==> src/rtl/dut_initiator.sv <==
// Initiator for the dut write/read en/rdy interface: one command in, one transaction out, one response back.
// Optional DUT_INITIATOR_STATS_EN adds saturating wr/rd/timeout event counters.
module dut_initiator #(
  parameter int ADDR_W         = 3,
  parameter int DATA_W         = 1,
  parameter int TIMEOUT_CYCLES = 16
) (
  input  logic              CLK,
  input  logic              RST,
  input  logic              cmd_valid,
  output logic              cmd_ready,
  input  logic              cmd_is_read,
  input  logic [ADDR_W-1:0] cmd_address,
  input  logic [DATA_W-1:0] cmd_data,
  output logic [ADDR_W-1:0] write_address,
  output logic [DATA_W-1:0] write_data,
  output logic              write_en,
  input  logic              write_rdy,
  output logic [ADDR_W-1:0] read_address,
  output logic              read_en,
  input  logic [DATA_W-1:0] read_data,
  input  logic              read_rdy,
  output logic              rsp_valid,
  input  logic              rsp_ready,
  output logic              rsp_is_read,
  output logic [DATA_W-1:0] rsp_data,
  output logic              rsp_error
`ifdef DUT_INITIATOR_STATS_EN
  ,
  output logic [15:0]       wr_count,
  output logic [15:0]       rd_count,
  output logic [15:0]       to_count
`endif
);

  localparam int CNT_W = ($clog2(TIMEOUT_CYCLES + 1) < 1) ? 1 : $clog2(TIMEOUT_CYCLES + 1);
  localparam logic [CNT_W-1:0] TO_LAST =
    CNT_W'((TIMEOUT_CYCLES == 0) ? 0 : TIMEOUT_CYCLES - 1);

  typedef enum logic [1:0] {IDLE, ISSUE, RESP} state_t;

  state_t            state;
  logic              lat_is_read;
  logic [ADDR_W-1:0] lat_address;
  logic [DATA_W-1:0] lat_data;
  logic [CNT_W-1:0]  wait_cnt;
  logic              in_issue;
  logic              fire;
  logic              timeout_hit;

  // Enables are combinational so a fire lands in the same cycle rdy is seen.
  assign in_issue    = (state == ISSUE) && !RST;
  assign write_en    = in_issue && !lat_is_read && write_rdy;
  assign read_en     = in_issue && lat_is_read && read_rdy;
  assign fire        = write_en || read_en;
  assign timeout_hit = in_issue && !fire && (TIMEOUT_CYCLES != 0) && (wait_cnt == TO_LAST);

  assign write_address = lat_address;
  assign write_data    = lat_data;
  assign read_address  = lat_address;

  always_ff @(posedge CLK) begin
    if (RST) begin
      state       <= IDLE;
      cmd_ready   <= 1'b1;
      lat_is_read <= 1'b0;
      lat_address <= '0;
      lat_data    <= '0;
      wait_cnt    <= '0;
      rsp_valid   <= 1'b0;
      rsp_is_read <= 1'b0;
      rsp_data    <= '0;
      rsp_error   <= 1'b0;
    end else begin
      case (state)
        IDLE: begin
          if (cmd_valid && cmd_ready) begin
            lat_is_read <= cmd_is_read;
            lat_address <= cmd_address;
            lat_data    <= cmd_data;
            wait_cnt    <= '0;
            cmd_ready   <= 1'b0;
            state       <= ISSUE;
          end
        end
        ISSUE: begin
          if (fire) begin
            rsp_valid   <= 1'b1;
            rsp_is_read <= lat_is_read;
            rsp_data    <= lat_is_read ? read_data : '0;
            rsp_error   <= 1'b0;
            state       <= RESP;
          end else if (timeout_hit) begin
            rsp_valid   <= 1'b1;
            rsp_is_read <= lat_is_read;
            rsp_data    <= '0;
            rsp_error   <= 1'b1;
            state       <= RESP;
          end else if (wait_cnt != '1) begin
            wait_cnt <= wait_cnt + CNT_W'(1);
          end
        end
        RESP: begin
          if (rsp_ready) begin
            rsp_valid <= 1'b0;
            cmd_ready <= 1'b1;
            state     <= IDLE;
          end
        end
        default: begin
          state     <= IDLE;
          cmd_ready <= 1'b1;
          rsp_valid <= 1'b0;
        end
      endcase
    end
  end

`ifdef DUT_INITIATOR_STATS_EN
  function automatic logic [15:0] sat_inc16(input logic [15:0] v);
    return (v == 16'hFFFF) ? v : v + 16'd1;
  endfunction

  always_ff @(posedge CLK) begin
    if (RST) begin
      wr_count <= '0;
      rd_count <= '0;
      to_count <= '0;
    end else begin
      if (write_en)    wr_count <= sat_inc16(wr_count);
      if (read_en)     rd_count <= sat_inc16(rd_count);
      if (timeout_hit) to_count <= sat_inc16(to_count);
    end
  end
`endif

endmodule

==> config.mk <==
export PLATFORM = sky130hd
export DESIGN_NAME = dut_initiator
export DESIGN_NICKNAME = d
export VERILOG_FILES = /design/src/rtl/dut_initiator.sv
export SDC_FILE = /design/constraint.sdc
export NUM_CORES = 1
export LEC_CHECK = 0
export ABC_AREA = 1
export CORE_MARGIN = 2
export CORE_UTILIZATION = 24
export DETAILED_ROUTE_END_ITERATION = 8
export PLACE_DENSITY = 0.49
export SETUP_SLACK_MARGIN = 0.1
export SLEW_MARGIN = 20
export SYNTH_ARGS = -nofsm -noshare
export SYNTH_HDL_FRONTEND = slang
export SYNTH_SLANG_ARGS = --single-unit
==> constraint.sdc <==
create_clock -name CLK -period 1.7 [get_ports CLK]
set_input_delay 0.255 -clock CLK [delete_from_list [all_inputs] [get_ports CLK]]
set_output_delay 0.255 -clock CLK [all_outputs]
set_load 0.05 [all_outputs]
======== Word level (Yosys, flattened, before mapping) ========
Index checks and enable logic that the tools add are counted.
storage, ports and cells
  bits in registers ....................... 17
  input bits .............................. 12
  output and inout bits ................... 14
operators by class
  add/subtract/negate cells ............... 1
  equality and inequality tests ........... 10
  mux-type cells .......................... 23
  bitwise gates (word level) .............. 2
  reductions and logical operators ........ 21
operators by type and width
  cell                   count
  $mux W5                4
  $mux W1                11
  $pmux W5 S2            1
  $reduce_and A3 Y1      3
  $logic_and A1 B1 Y1    8
  $mux W2                4
  $ne A2 B2 Y1 const B   4
  $pmux W1 S3            2
  $pmux W2 S3            1
  $add A5 B1 Y5 const B  1
  $eq A5 B4 Y1 const B   1
  $ne A5 B5 Y1 const B   1
  $reduce_and A5 Y1      1
  $reduce_and A2 Y1      2
  $reduce_bool A2 Y1     2
  $logic_not A1 Y1       3
  $ne A3 B3 Y1 const B   1
  $eq A2 B1 Y1 const B   1
  $eq A2 B2 Y1 const B   1
  $logic_not A2 Y1       1
  $ne A2 B1 Y1 const B   1
  $not A1 Y1             2
  $logic_or A1 B1 Y1     1

======== Longest topological paths before layout ========
Gate-level depths: netlist (run 1).
  depth after elaboration ................. 11
  depth in mapped cells ................... 11
  depth with buffers taken out ............ 11

======== Worst setup path after synthesis (run 1) ========
No wires, ideal clock.
  path kind ............................... flip-flop to output port
  from .................................... reg state[0]
  to ...................................... out write_en
  arrival ................................. 1725 ps
  required time ........................... 1445 ps
  slack ................................... -280 ps
  cell stages (with the launch flop) ...... 5
  buffers on the path ..................... 0
  path through ............................ dfxtp_1 nand2_2 nor2_8 inv_2 nor3_1
on the way
  cells in the longest elaborated chain, start to end .. 4
ends and longest elaborated chain
  what                               RTL line  source
  from (decl)                        42        state_t state;
  from (signal assigned)             64        state <= IDLE;
  from (signal assigned)             83        state <= ISSUE;
  from (signal assigned)             92        state <= RESP;
  $eq A2 B1 Y1                       52        assign in_issue = (state == ISSUE) && !RST;
  $logic_and A1 B1 Y1                52
  $logic_and A1 B1 Y1 (2 in series)  53        assign write_en = in_issue && !lat_is_read && write_rdy;
  to (decl)                          17        output logic write_en,
Every way passes these cells.

======== Final worst setup path (run 1) ========
  from .................................... reg state[1]
  to ...................................... out write_en
The elaborated chain is that of the path after synthesis.

==> impl_results.md, run 1 <==
* Post-DR wirelength/cell at roughly 9.2 um
* Crit path cell chain: inv_2, nand2_2, nor2_8, inv_2, nor3_4, buf_12
* Slowest CP cell: dfxtp_1
* Cts bufs inserted at 3
* Area occupied by multi-input gates at approximately 470 um^2
* Via count at 803
* Reg-to-reg slack, setup at between 0.2 and 0.25 ns
* HP Start: rsp_data
* Maximum VDD drop at approximately 310 uV
* Main combinational cell family by area after synthesis: simple AND/OR/NAND/NOR gates
* Die X at ~65 um
* DR iter-0 viols at 33
* Max-Cap Viols at 0
* Synth cell count leaders: nand2_1, dfxtp_1, nor2_1
* Synth warn at 0
* CP required at 1.44 ns
* Crit path top cell by count: inv_2
* CP Class: flip-flop to primary output
* Lkg Pwr at 0.6365 nW
* Crit-path max cell delay at 0.34 ns
* Largest fanout on the critical path at 3
* Crit-path leading delay family: simple AND/OR/NAND/NOR gates
* Top-area cell type share of the netlist area at 38.47%
* Top-count cell post-synth: nand2_1
* Syn Nets at approximately 140
* Post-synthesis mux area share at 0%
* Final Wtd Congestion at 0.7854
* Fraction of layout cells with a size suffix above 1 at between 30% and 40%
* Adder-Cell Fraction of Synth Area at 4.243%
* CTS tree: built
* Worst Reg-to-Reg Cells at 11
* # diodes at 0
* Clk sink count at 17
* Number of synthesized flops with an enable pin at 0
* Setup TNS Final at 0 ns
* Kind of start point of the critical path: flip-flop
* Worst Tran Pin Value at 0.3259 ns
* Root cell of the clock tree: clkbuf_8
* FMAX at 653.5 MHz
* FF/Latch Area at ~340 um^2
* Max Root-Sink Buffers at 2
* CP Data Arrival Time at 1.28 ns
* Final period utilization at between 90% and 100%
* Async set-reset flop share out of synthesis at 0%
* Final Power at 0.001255 W
* Largest net degree at the start of global routing at 15
* Hpwl dp at ~1400 um
* Final hold vios at 0
* Compound-Gate Fraction of Synth Area at approximately 6.5%
* DR vias/cell at 3.995
* Starting Density at between 20% and 30%
* Number of top-level pins at 26
* Post-Synthesis Cells at around 120
* Rows at 22
* Hold Path End: rsp_data
* Final core utilization at about a third
* Top post-synthesis cells by area: dfxtp_1, nand2_1, nor2_1
* Layout overhead on the synthesized area at 43.42%
* # setup viols final at 0
* Synth Cell Area at about 880 um^2
* Fill count at between 300 and 400
* Crit Reg-Reg Startpoint: wait_cnt[0]
* Detailed-route DRC error count at 0
* Post-Layout Cell Count at 201
* Simple-gate portion of the synthesized area at 39.18%
* Power per standard cell area at 989.4 nW/um^2
* Post-synthesis xor/xnor area fraction at 0%
* Total track usage at around a tenth
* Largest area contributor in the synthesized netlist: dfxtp_1
* Die area at between 4000 and 5000 um^2
* Sequential area share after synthesis at a little under 40%
* H-tree Lvls at 1
* Core ar. at 3606 um^2
* Clock slew seen by the registers of the worst setup and hold paths at 0.07 ns
* Outcome: completed
* Average cell area after synthesis at 7.192 um^2
* Synth Register Bits at 17
* Final ANT Viol Nets at 0
* DR pass1 iterations at 3
* R2r endpoint: wait_cnt[3]
* HP Class: flip-flop to flip-flop
* Gr ovfl total at 0
* Die Ht at 64.71 um
* IO Port Bufs at 25
* Fin. max-slew vios at 0
* RSZ-0062 raised after global routing: true
* Worst setup EP type: primary output
* Hold path depth at 2
* Worst-skew pair later-pin latency at 0.25 ns
* Vias in the first global route at 783
* First-pass GRT wire length at 3167 um
* Worst Skew at around 0.0021 ns
* Most used DFF post-synth: dfxtp_1
* Routed wire length at 1857 um
* Hold buffer count at CTS at 0
* Placed insts at 195
* Antenna violations before repair at 0
* Rel. slew slack at 78.24%
* Hold_ws at 0.4683 ns
* Number of library cell types mapped by synthesis at 23
* Buf/Inv on CP at 3
* Final nets at 169
* Final worst path period need at 1.530 ns
worst max-delay path by stage:
stage	start	slack, ns	depth (start not counted)	endpoint
3_3_place_gp	RST	0.07	5	write_en
6_report	state[1]	0.17	6	write_en
2_1_floorplan	state[0]	0.15	4	write_en
3_5_place_dp	RST	0.05	5	write_en
4_1_cts	state[0]	0.10	5	write_en
5_1_grt	wait_cnt[0]	0.08	11	wait_cnt[3]
cells in the final DEF (no fill, tap or decap), drive strengths merged:
cell,n
a21oi,2
buf,19
clkbuf,4
clkdlybuf4s50,10
dfxtp,17
dlygate4sd2,1
ha,3
inv,20
nand2,35
nand3,9
nand3b,2
nand4,3
nor2,19
nor3,1
o21ai,6
o22ai,1
or2,1
sequential cells by signal (all words and copies together), names as in the netlist:
register,cells
state,2
rsp_error,1
rsp_data,1
wait_cnt,5
write_data,1
rsp_valid,1
rsp_is_read,1
cmd_ready,1
read_address,3
lat_is_read,1
metrics by stage:
step           setup slack [ns]  area [um^2]
2_1_floorplan            0.1522        889.6
3_3_place_gp            0.06942         1185
3_5_place_dp            0.04993         1185
4_1_cts                  0.1005         1229
5_1_grt                 0.08407         1269
6_report                 0.1698         1269
routing by layer:
layer  routed length, um  vias to the layer above  track usage, %
met5                   0                        -               0
met4                  34                        0           6.915
met3                  95                        2           2.083
met2                 862                       16           16.75
met1                 865                      350           10.63
li1                    -                      435               -
layout make-up:
cell class / instances / share of cell area, %
multi-input combinational: 82 / 36.88
sequential: 17 / 27.12
timing repair buffer: 30 / 21.79
inverter: 20 / 5.917
tap: 48 / 4.734
clock buffer: 4 / 3.550
worst reg2reg max path, cell delays in order (launching register included):
cell and delay [ns]:
dfxtp_2 0.33, ha_2 0.18, nand2_2 0.07, nor2_2 0.04, ha_1 0.17, nand3b_1 0.16, nand2_2 0.12, nand3_4 0.12
nand2_2 0.08, nand2_1 0.05, nand2_1 0.05, inv_1 0.03
kinds of logic after synthesis:
group,count (synthesis)
AOI/OAI and AO/OA,9
adders and majority gates,3
buffers and inverters,24
DFF,17
and+or+nand+nor,70
where the power goes:
group / total [W] / internal, W / switching (W)
clock: 0.000305 / 0.000166 / 0.000138
combinational: 0.000466 / 0.000171 / 0.000295
sequential: 0.000484 / 0.000445 / 0.0000394
what timing repair did:
| action | CTS | global route |
|---|---|---|
| endpoints found under the setup margin | 2 | 7 |
| resized for setup | 1 | 9 |
| pin swaps | 0 | 3 |
| buffers inserted | 0 | 2 |
No activity file was read; power rests on OpenSTA's default activity.
==> inputs of run 2 (changes only) <==
--- a/config.mk
+++ b/config.mk
@@ -10,7 +10,6 @@
 export CORE_UTILIZATION = 24
 export DETAILED_ROUTE_END_ITERATION = 8
 export PLACE_DENSITY = 0.49
-export SETUP_SLACK_MARGIN = 0.1
 export SLEW_MARGIN = 20
 export SYNTH_ARGS = -nofsm -noshare
 export SYNTH_HDL_FRONTEND = slang
==> impl_results.md, run 2 (synthesis results as in run 1) <==
* DR iter-0 viols at 28
* Final core utilization at between 30% and 40%
* Worst-skew pair later-pin latency at between 0.2 and 0.3 ns
* Root cell of the clock tree: clkbuf_8
* Hold Path End: rsp_data
* CP Class: input port to primary output
* Die area at 4187 um^2
* Final Power at 0.001237 W
* Maximum VDD drop at 311.4 uV
* Vias in the first global route at just under 800
* # setup viols final at 0
* Largest net degree at the start of global routing at 15
* Commonest non-fill, non-tap cell in the layout: nand2_1
* Top reg by flops: wait_cnt
* Hpwl dp at around 1400 um
* Post-place setup slack at roughly 0.050 ns
* Cts bufs inserted at 3
* Hold path depth at 2
* Total track usage at around a tenth
* Final hold vios at 0
* Detailed-route DRC error count at 0
* Gr ovfl total at 0
* Clk sink count at 17
* Final ANT Viol Nets at 0
* Worst Reg-to-Reg Cells at 11
* Largest fanout on the critical path at 4
* Die Ht at 64.71 um
* Setup TNS Final at 0 ns
* Final setup margin at 0.06498 ns
* Worst Skew at about 0.00075 ns
* FMAX at slightly above 600 MHz
* Lkg Pwr at 0.6313 nW
* Layout overhead on the synthesized area at 39.89%
* CTS tree: built
* Antenna violations before repair at 0
* Final nets at 168
* Placed insts at 195
* Routed wire length at roughly 1800 um
* Outcome: completed
* Final worst path period need at roughly 1.6 ns
* Final period utilization at a little over nine tenths
* HP Class: flip-flop to flip-flop
* Rows at 22
* Fraction of layout cells with a size suffix above 1 at 26.32%
* Number of top-level pins at 26
* Reg-to-reg slack, setup at 0.15 ns
* Max Root-Sink Buffers at 2
* HP Start: rsp_data
* Max reg flops at 5
* R2r endpoint: wait_cnt[3]
* Post-Layout Cell Count at 200
* Rel. slew slack at around 82%
* DR pass1 iterations at 2
* Worst setup EP type: primary output
* RSZ-0062 raised after global routing: false
* Final Wtd Congestion at about 0.79
* Fin. max-slew vios at 0
* Via count at 793
* CP Data Arrival Time at 1.38 ns
* First-pass GRT wire length at 3167 um
* Crit Reg-Reg Startpoint: wait_cnt[0]
* Worst Tran Pin Value at 0.2766 ns
* H-tree Lvls at 1
* Fill count at 393
* Commonest non-fill, non-tap cells in the layout: nand2_1, dfxtp_1, nor2_1, buf_4, inv_1
* DR vias/cell at 3.965
* Starting Density at 24.53%
* Max-Cap Viols at 0
* Power per standard cell area at 1000 nW/um^2
* CP required at ~1.4 ns
* Die X at 64.71 um
* IO Port Bufs at 25
* Kind of start point of the critical path: input port
* # diodes at 0
* Clock slew seen by the registers of the worst setup and hold paths at around 0.07 ns
* Core ar. at 3606 um^2
* Resized Gates After CTS at 0
* Post-DR wirelength/cell at 9.225 um
[run 2: how the worst max path moves through the flow]
| stage | to | slack, ns | cells past startpoint | from |
|---|---|---|---|---|
| final | write_en | 0.06 | 5 | RST |
| after global routing | write_en | 0.0005 | 5 | RST |
| after CTS | write_en | 0.04 | 5 | RST |
| after detailed placement | write_en | 0.05 | 5 | RST |
| after global placement | write_en | 0.07 | 5 | RST |
| after floorplan | write_en | 0.15 | 4 | state[0] |
[run 2: critical path: stages]
cell and delay [ns]:
clkdlybuf4s50_1 0.51, nor2_8 0.20, inv_2 0.07, nor3_2 0.17, buf_12 0.17
[run 2: cell type report]
class | count | area (um^2) | share of cell area, %
Clock buffer | 4 | 45.04 | 3.640
Inverter | 20 | 75.07 | 6.067
Multi-Input combinational cell | 82 | 446.7 | 36.10
Sequential cell | 17 | 340.3 | 27.50
Tap cell | 48 | 60.06 | 4.853
Timing Repair Buffer | 29 | 270.3 | 21.84
[run 2: metrics by stage]
step	hold slack [ns]	area, um^2
floorplan	0.3241	889.6
global placement	0.4493	1185
detailed placement	0.4572	1185
CTS	0.4693	1230
global route	0.5012	1237
finish	0.4680	1237
[run 2: timing repair]
item                                    CTS  global route
hold buffers                              0             0
endpoints found under the setup margin    0             1
buffers inserted                          0             1
[run 2: where the power goes]
part	internal, W	switching [W]
clock	0.000166	0.000136
combinational	0.000167	0.000289
sequential	0.000443	0.0000372
total	0.000775	0.000462
[run 2: per-layer routing]
metal	vias to the layer above	share of wire [%]	wire [um]	track usage [%]
met4	0	2.1	39	6.915
met2	18	47	865	16.75
met3	4	5.1	95	2.083
met5	-	0	0	0
met1	337	46	843	10.63
li1	434	-	-	-
==> inputs of run 3 (changes only) <==
==> constraint.sdc (replaced) <==
create_clock -name CLK -period 1.6 [get_ports CLK]
set_input_delay 0.24 -clock CLK [delete_from_list [all_inputs] [get_ports CLK]]
set_output_delay 0.24 -clock CLK [all_outputs]
set_load 0.05 [all_outputs]
==> impl_results.md, run 3 (synthesis results as in run 1) <==
* Starting Density at around a quarter
* Top reg by flops: wait_cnt
* Outcome: completed
* Setup TNS Final at 0 ns
* Final worst path period need at 1.507 ns
* Worst setup EP type: primary output
* FF/Latch Area at 344.1 um^2
* Post-Layout Cell Count at 202
* Total track usage at between 10% and 20%
* Crit-path max cell delay at 0.34 ns
* Hpwl dp at 1613 um
* Largest fanout on the critical path at 3
* Cts bufs inserted at 3
* Final setup margin at roughly 0.093 ns
* # setup viols final at 0
* H-tree Lvls at 1
* Reg-to-reg slack, setup at approximately 0.1 ns
* Clk sink count at 17
* Met3 Usage GRT at 2.083%
* Layout overhead on the synthesized area at 45.12%
* Antenna violations before repair at 0
* Post-DR wirelength/cell at 10.58 um
* Final period utilization at 94.19%
* Max reg flops at 5
* Met1 usage at 11.28%
* Lkg Pwr at between 0.6 and 0.7 nW
* IO Port Bufs at 25
* Hold_ws at 0.4665 ns
* Kind of start point of the critical path: flip-flop
* Placed insts at approximately 200
* Design Area, Final at 1284 um^2
* DR iter-0 viols at between 50 and 60
* Post-place setup slack at -0.01574 ns
* Max-Cap Viols at 0
* Commonest non-fill, non-tap cells in the layout: nand2_1, buf_4, nor2_1
* DP Area at 1192 um^2
* Largest net degree at the start of global routing at 15
* Commonest non-fill, non-tap cell in the layout: nand2_1
* Rel. slew slack at 82.62%
* HP Class: flip-flop to flip-flop
* Maximum VDD drop at 382.7 uV
* Fill count at 404
* FMAX at about 660 MHz
* Worst-skew pair later-pin latency at 0.25 ns
* Fin. max-slew vios at 0
* Core ar. at 3606 um^2
* Crit path cell chain: inv_2, nand2_2, nor2_8, inv_2, nor2_2, buf_12
* CP Data Arrival Time at between 1 and 1.5 ns
* Clock slew seen by the registers of the worst setup and hold paths at 0.07 ns
* Crit path top cell by count: inv_2
* RSZ-0062 raised after global routing: false
* Final Wtd Congestion at 0.7028
* Power per standard cell area at 1046 nW/um^2
* Rows at 22
* Via count at 843
* DR pass1 iterations at 2
* Gr ovfl total at 0
* DR vias/cell at 4.173
* Final ANT Viol Nets at 0
* CP required at 1.36 ns
* Max Root-Sink Buffers at 2
* Die X at 64.71 um
* Worst Tran Pin Value at roughly 0.26 ns
* Routed wire length at 2137 um
* Area occupied by multi-input gates at 475.5 um^2
* Buf/Inv on CP at 3
* CTS tree: built
* # diodes at 0
* Slowest CP cell: dfxtp_1
* Die area at 4187 um^2
* Die Ht at roughly 65 um
* Worst Skew at 0.002206 ns
* Detailed-route DRC error count at 0
* GRT busiest layer: met2
* Vias in the first global route at 821
* Number of top-level pins at 26
* Met2 Use GR at 19.46%
* Crit-path leading delay family: simple AND/OR/NAND/NOR gates
* Final hold vios at 0
* Root cell of the clock tree: clkbuf_8
* Final nets at 170
* Fraction of layout cells with a size suffix above 1 at 32.47%
* CP Class: flip-flop to primary output
* First-pass GRT wire length at about 3500 um
## run 3: layout make-up
cell class                 instances  share of cell area, %
sequential                        17                  26.80
tap                               48                  4.678
clock buffer                       4                  3.509
timing repair buffer              31                  22.12
multi-input combinational         82                  37.04
inverter                          20                  5.848
## run 3: path summary, 6_finish.rpt
kind                      end   startpoint  cells after the start
hold / removal    rsp_is_read  rsp_is_read                      2
hold reg to reg   rsp_is_read  rsp_is_read                      2
setup reg to reg  wait_cnt[3]  wait_cnt[0]                     11
setup / recovery      read_en     state[1]                      6
## run 3: what timing repair did
| item | 4_1_cts | 5_1_grt |
|---|---|---|
| gates resized for setup | 1 | 10 |
| cloned | 0 | 0 |
| endpoints found under the setup margin | 1 | 7 |
| hold buffers | 0 | 0 |
| pin swaps | 0 | 4 |
| buffers inserted | 0 | 2 |
| hold endpoints to repair | 0 | 0 |
## run 3: power breakdown
| part | switching [W] | internal (W) | leakage [nW] |
|---|---|---|---|
| Combinational | 0.000323 | 0.000182 | 0.475 |
| Sequential | 0.0000420 | 0.000473 | 0.140 |
| Clock | 0.000146 | 0.000176 | 0.0228 |
| Total | 0.000511 | 0.000831 | 0.638 |
## run 3: worst min-delay path: cells and delay by family (launching register included)
family / cells / cell delay [ns]
simple gates: 1 / 0.06
compound gates: 1 / 0.05
flops: 1 / 0.31
## run 3: metrics by stage
stage	utilization (%)	total power, W
global route	35.60	0.001429
detailed placement	33.07	0.001013
global placement	33.07	0.001003
CTS	34.28	0.001334
finish	35.60	0.001343
floorplan	-	0.0008640
## run 3: metal layers
metal  vias up  share of wire [%]
li1        437                  -
met1       388                 46
met2        16                 50
met3         2                2.9
met4         0                1.3
met5         -                  0
